[config.mk]
export PLATFORM = sky130hd
export DESIGN_NAME = ser_arbiter
export DESIGN_NICKNAME = d
export VERILOG_FILES = /design/src/rtl/ser_pkg.sv /design/src/rtl/ser_arbiter_rr.sv /design/src/rtl/ser_arbiter.sv
export SDC_FILE = /design/constraint.sdc
export NUM_CORES = 1
export LEC_CHECK = 0
export CORE_MARGIN = 10
export CORE_UTILIZATION = 30
export DETAILED_ROUTE_END_ITERATION = 12
export GPL_TIMING_DRIVEN = 0
export PLACE_DENSITY = 0.67
export SYNTH_ARGS = -nofsm -noshare
export SYNTH_HDL_FRONTEND = slang
export SYNTH_SLANG_ARGS = --single-unit
[constraint.sdc]
create_clock -name clk_i -period 11.48 [get_ports clk_i]
set_input_delay 2.296 -clock clk_i [delete_from_list [all_inputs] [get_ports clk_i]]
set_output_delay 2.296 -clock clk_i [all_outputs]
set_load 0.01 [all_outputs]
[src/rtl/ser_pkg.sv]
// Shared definitions for the serializer arbiter: default sizes, FSM states
// and the bit counts the downstream serializer cannot handle.
package ser_pkg;

    localparam int unsigned DEF_N_REQ  = 4;
    localparam int unsigned DEF_DATA_W = 16;
    localparam int unsigned DEF_MOD_W  = 4;

    localparam int unsigned MOD_ILLEGAL_A = 1;
    localparam int unsigned MOD_ILLEGAL_B = 2;

    typedef enum logic [1:0] {
        ST_IDLE  = 2'd0,
        ST_ISSUE = 2'd1,
        ST_WAIT  = 2'd2
    } state_e;

    function automatic logic mod_is_illegal(input logic [31:0] mod);
        return (mod == MOD_ILLEGAL_A) || (mod == MOD_ILLEGAL_B);
    endfunction

endpackage

[src/rtl/ser_arbiter_rr.sv]
// Combinational round-robin selector: the first active request strictly
// after the pointer position wins, wrapping from N_REQ-1 back to 0.
module rr_arbiter
    import ser_pkg::*;
#(
    parameter  int unsigned N_REQ = DEF_N_REQ,
    localparam int unsigned IDX_W = $clog2(N_REQ)
) (
    input  logic [N_REQ-1:0] req_i,
    input  logic [IDX_W-1:0] ptr_i,
    output logic [N_REQ-1:0] gnt_o,
    output logic [IDX_W-1:0] idx_o,
    output logic             any_o
);

    logic [IDX_W-1:0] cand;

    always_comb begin
        gnt_o = '0;
        idx_o = '0;
        any_o = 1'b0;
        cand  = '0;
        // offset N_REQ lands back on the pointer itself, so it has lowest priority
        for (int unsigned off = 1; off <= N_REQ; off++) begin
            cand = IDX_W'((32'(ptr_i) + off) % N_REQ);
            if (!any_o && req_i[cand]) begin
                any_o       = 1'b1;
                idx_o       = cand;
                gnt_o[cand] = 1'b1;
            end
        end
    end

endmodule

[src/rtl/ser_arbiter.sv]
// Arbitrates N_REQ word sources onto one serializer: round-robin accept,
// drop unsupported bit counts, issue a start strobe, wait for the serializer.
module ser_arbiter
    import ser_pkg::*;
#(
    parameter  int unsigned N_REQ  = DEF_N_REQ,
    parameter  int unsigned DATA_W = DEF_DATA_W,
    parameter  int unsigned MOD_W  = DEF_MOD_W,
    localparam int unsigned IDX_W  = $clog2(N_REQ)
) (
    input  logic                         clk_i,
    input  logic                         arst_n_i,
    input  logic [N_REQ-1:0]             req_val_i,
    input  logic [N_REQ-1:0][DATA_W-1:0] req_data_i,
    input  logic [N_REQ-1:0][MOD_W-1:0]  req_mod_i,
    output logic [N_REQ-1:0]             req_ready_o,
    output logic [DATA_W-1:0]            ser_data_o,
    output logic [MOD_W-1:0]             ser_mod_o,
    output logic                         ser_val_o,
    input  logic                         ser_busy_i,
    output logic [IDX_W-1:0]             grant_id_o,
    output logic                         drop_o,
    output logic                         busy_o
);

    state_e            state_q, state_d;
    logic [IDX_W-1:0]  ptr_q, ptr_d;
    logic [DATA_W-1:0] data_q, data_d;
    logic [MOD_W-1:0]  mod_q, mod_d;
    logic [IDX_W-1:0]  grant_q, grant_d;
    logic              drop_q, drop_d;

    logic [N_REQ-1:0]  arb_gnt;
    logic [IDX_W-1:0]  arb_idx;
    logic              arb_any;

    rr_arbiter #(
        .N_REQ (N_REQ)
    ) u_rr (
        .req_i (req_val_i),
        .ptr_i (ptr_q),
        .gnt_o (arb_gnt),
        .idx_o (arb_idx),
        .any_o (arb_any)
    );

    always_comb begin
        state_d     = state_q;
        ptr_d       = ptr_q;
        data_d      = data_q;
        mod_d       = mod_q;
        grant_d     = grant_q;
        drop_d      = 1'b0;
        req_ready_o = '0;
        unique case (state_q)
            ST_IDLE: begin
                if (arb_any && !ser_busy_i) begin
                    req_ready_o = arb_gnt;
                    ptr_d       = arb_idx;
                    data_d      = req_data_i[arb_idx];
                    mod_d       = req_mod_i[arb_idx];
                    if (mod_is_illegal(32'(req_mod_i[arb_idx]))) begin
                        drop_d = 1'b1;
                    end else begin
                        state_d = ST_ISSUE;
                        grant_d = arb_idx;
                    end
                end
            end
            ST_ISSUE: state_d = ST_WAIT;
            ST_WAIT: begin
                if (!ser_busy_i) begin
                    state_d = ST_IDLE;
                end
            end
            default: state_d = ST_IDLE;
        endcase
        // ready is combinational, so it must be masked while reset is held
        if (!arst_n_i) begin
            req_ready_o = '0;
        end
    end

    always_ff @(posedge clk_i or negedge arst_n_i) begin
        if (!arst_n_i) begin
            state_q <= ST_IDLE;
            ptr_q   <= IDX_W'(N_REQ - 1);
            data_q  <= '0;
            mod_q   <= '0;
            grant_q <= '0;
            drop_q  <= 1'b0;
        end else begin
            state_q <= state_d;
            ptr_q   <= ptr_d;
            data_q  <= data_d;
            mod_q   <= mod_d;
            grant_q <= grant_d;
            drop_q  <= drop_d;
        end
    end

    assign ser_val_o  = (state_q == ST_ISSUE);
    assign busy_o     = (state_q != ST_IDLE);
    assign ser_data_o = data_q;
    assign ser_mod_o  = mod_q;
    assign grant_id_o = grant_q;
    assign drop_o     = drop_q;

endmodule

==> summary.txt <==
Core Rows: 33
Chip Width: 112 um
Post-synth ARST share: 100%
Pre-antenna DRT Iters: 4
Top FF cell, synth: dfrtp_1
I/O pin count: 116
Clock sinks: 27
CTS tree: done
Routed WL: 8510 um
Critical path peak fanout: 8
Post-Syn Nets: 375
Status: complete, no violations
DR iter-0 viols: 94
Post-cts sizing count: 0
FF+latch count, synth: 27
CTS buffer count: 3
Area leader, netlist: dfrtp_1
Layout cells sized above 1: 12.6%
Via-to-Cell Ratio: 5.15
Required @ worst endpoint: 9.18 ns
Worst EP arrival: 5.42 ns
Post-CTS Setup Repair Bufs: 0
Area delta synth->final: 50.8%
Max Clk Rate: 130 MHz
Mean Syn Cell Area: 9.16 sq um
Peak VDD IR: 135 uV
Nets: 493
Hold Crit Class: flip-flop to flip-flop
Ys Warns: 0
Vias in the first global route: 2790
CP Class: input pin to output port
Sequential Area: 678 sq um
Ant. Diodes: 0
Total negative slack: 0 ns
Antenna violations before repair: 0
Pleak: 1.58 nW
EDFF count, synth: 0
Ranking of synthesized cells by area: dfrtp_1 (24%), mux2i_1 (18%), mux2_2 (10%)
DPL Wire Length: 7040 um
ANT nets after route: 0
Slew headroom: 33.8%
DRC: 0
Root Driver: clkbuf_8
Slew Limit Fails: 0
Clock Tree Buf Depth: 2
Power Density: 278 nW/um^2
Htree depth: 1
Final Cycle Share: 67.2%
Commonest cells in the netlist: mux2i_1 (45), nand2_1 (33), dfrtp_1 (25)
Wire length per cell: 17.0 um
Largest net degree at the start of global routing: 29
Core area: 8260 sq um
Hold Slack: 0.487 ns
Skew-Pair Late Insertion Delay: 0.27 ns
Yosys top cell area share: 24.4%
Top-count cell post-synth: mux2i_1
Port Buf Inserts: 113
Vias: 2583
Cts hold-fix bufs: 0
Tmin final: 7.72 ns
Fin. Hold Viols: 0
Post-Route Utilization: 46.8%
Reg2Reg Setup Slack: 7.26 ns
RD Place Congestion: 0.837
Crit path launch type: input pin
Final setup violation count: 0
Clk slew on worst S/H paths: 0.09 ns
Gr ovfl total: 0
Worst-margin pin slew: 0.967 ns
Post-Syn Area: 2560 sq um
Fillers: 803
Final Skew: 0.00124 ns
First-pass GRT wire length: 13700 um
Area of the multi-input gates: 1750 sq um
Die height: 112 um
DIE AREA: 12600 sq um
RSZ-0062 raised after global routing: false
Yosys cell types: 54
Seq/Total Area, Yosys: 26.5%
CP Capture Type: output port
Max-cap violations: 0
Total track usage: 12.8%
Post-synthesis instance total: 280
Initial cell density of the core: 31.0%
-- cell usage in the layout, fill, tap and decap left out, types with 3 or more instances in the layout --
cell,count
o22ai_1,3
buf_4,4
ha_1,8
clkbuf_8,3
a221oi_1,4
clkdlybuf4s50_1,112
nor2_1,17
xnor2_1,4
mux2i_1,45
nand3_1,5
or3_1,3
o21ai_0,3
a311oi_1,3
o21ai_1,18
a21oi_1,9
mux2_2,23
a22oi_1,4
nor3_1,7
clkbuf_1,14
mux2_4,3
inv_1,5
nand2_1,33
dfrtp_1,25
buf_6,3
-- report_power, final --
group	switching [mW]	total (mW)	internal, mW
sequential	0.0281	0.173	0.144
combinational	0.423	0.850	0.427
clock	0.0282	0.0531	0.0248
-- area by class of cell --
class                   instances  area share (%)
multi-input cells             227            45.2
repair buffers                113            29.1
clock buffers                   4            1.17
inverters                       5           0.485
plain buffers                  21            3.04
flip-flops and latches         27            17.5
well taps                     105            3.40
-- worst max-delay path, stage by stage --
cell	delay, ns
clkdlybuf4s50_1	0.53
mux2i_1	0.46
mux2i_1	0.35
a2111oi_0	0.90
a221oi_1	0.19
nor2_1	0.15
clkdlybuf4s50_1	0.55
-- stage by stage --
step	area, sq um	std cells	worst slack (ns)	total power [mW]
6_report	3870	502	3.76	1.08
5_1_grt	3870	502	3.37	1.17
4_1_cts	3870	502	3.69	1.09
3_5_place_dp	3830	498	3.69	1.03
3_3_place_gp	3830	498	3.82	1.02
2_1_floorplan	2560	280	5.01	0.775
-- kinds of logic after synthesis --
family,synth area share [%]
AOI/OAI and AO/OA,15.7
xor gates and xnor gates,1.71
adders and majority gates,3.90
buffers and inverters,5.32
DFF,26.5
muxes,31.7
and+or+nand+nor,15.2
-- final timing paths --
check,from,to,cells after the start
max reg2reg,ptr_q[0]$_DFFE_PN1P_,grant_id_o[1]$_DFFE_PN0P_,12
max in group asynchronous,arst_n_i,drop_o$_DFF_PN0_,1
min,ser_mod_o[2]$_DFFE_PN0P_,ser_mod_o[2]$_DFFE_PN0P_,2
min reg2reg,ser_mod_o[2]$_DFFE_PN0P_,ser_mod_o[2]$_DFFE_PN0P_,2
min in group asynchronous,arst_n_i,ser_data_o[11]$_DFFE_PN0P_,1
max,req_val_i[0],req_ready_o[0],7
-- metal layers --
layer	GRT usage (%)	share of wire (%)
met5	0	0
met1	14.7	41
met2	21.4	47
met3	6.02	10
met4	2.45	1.5
-- registers in the layout (all words and copies together) (netlist names) --
signal,flops
state_q,2
ser_mod_o,4
ptr_q,2
ser_data_o,16
grant_id_o,2
drop_o,1
Note: power is estimated with default switching activity, not from simulation.
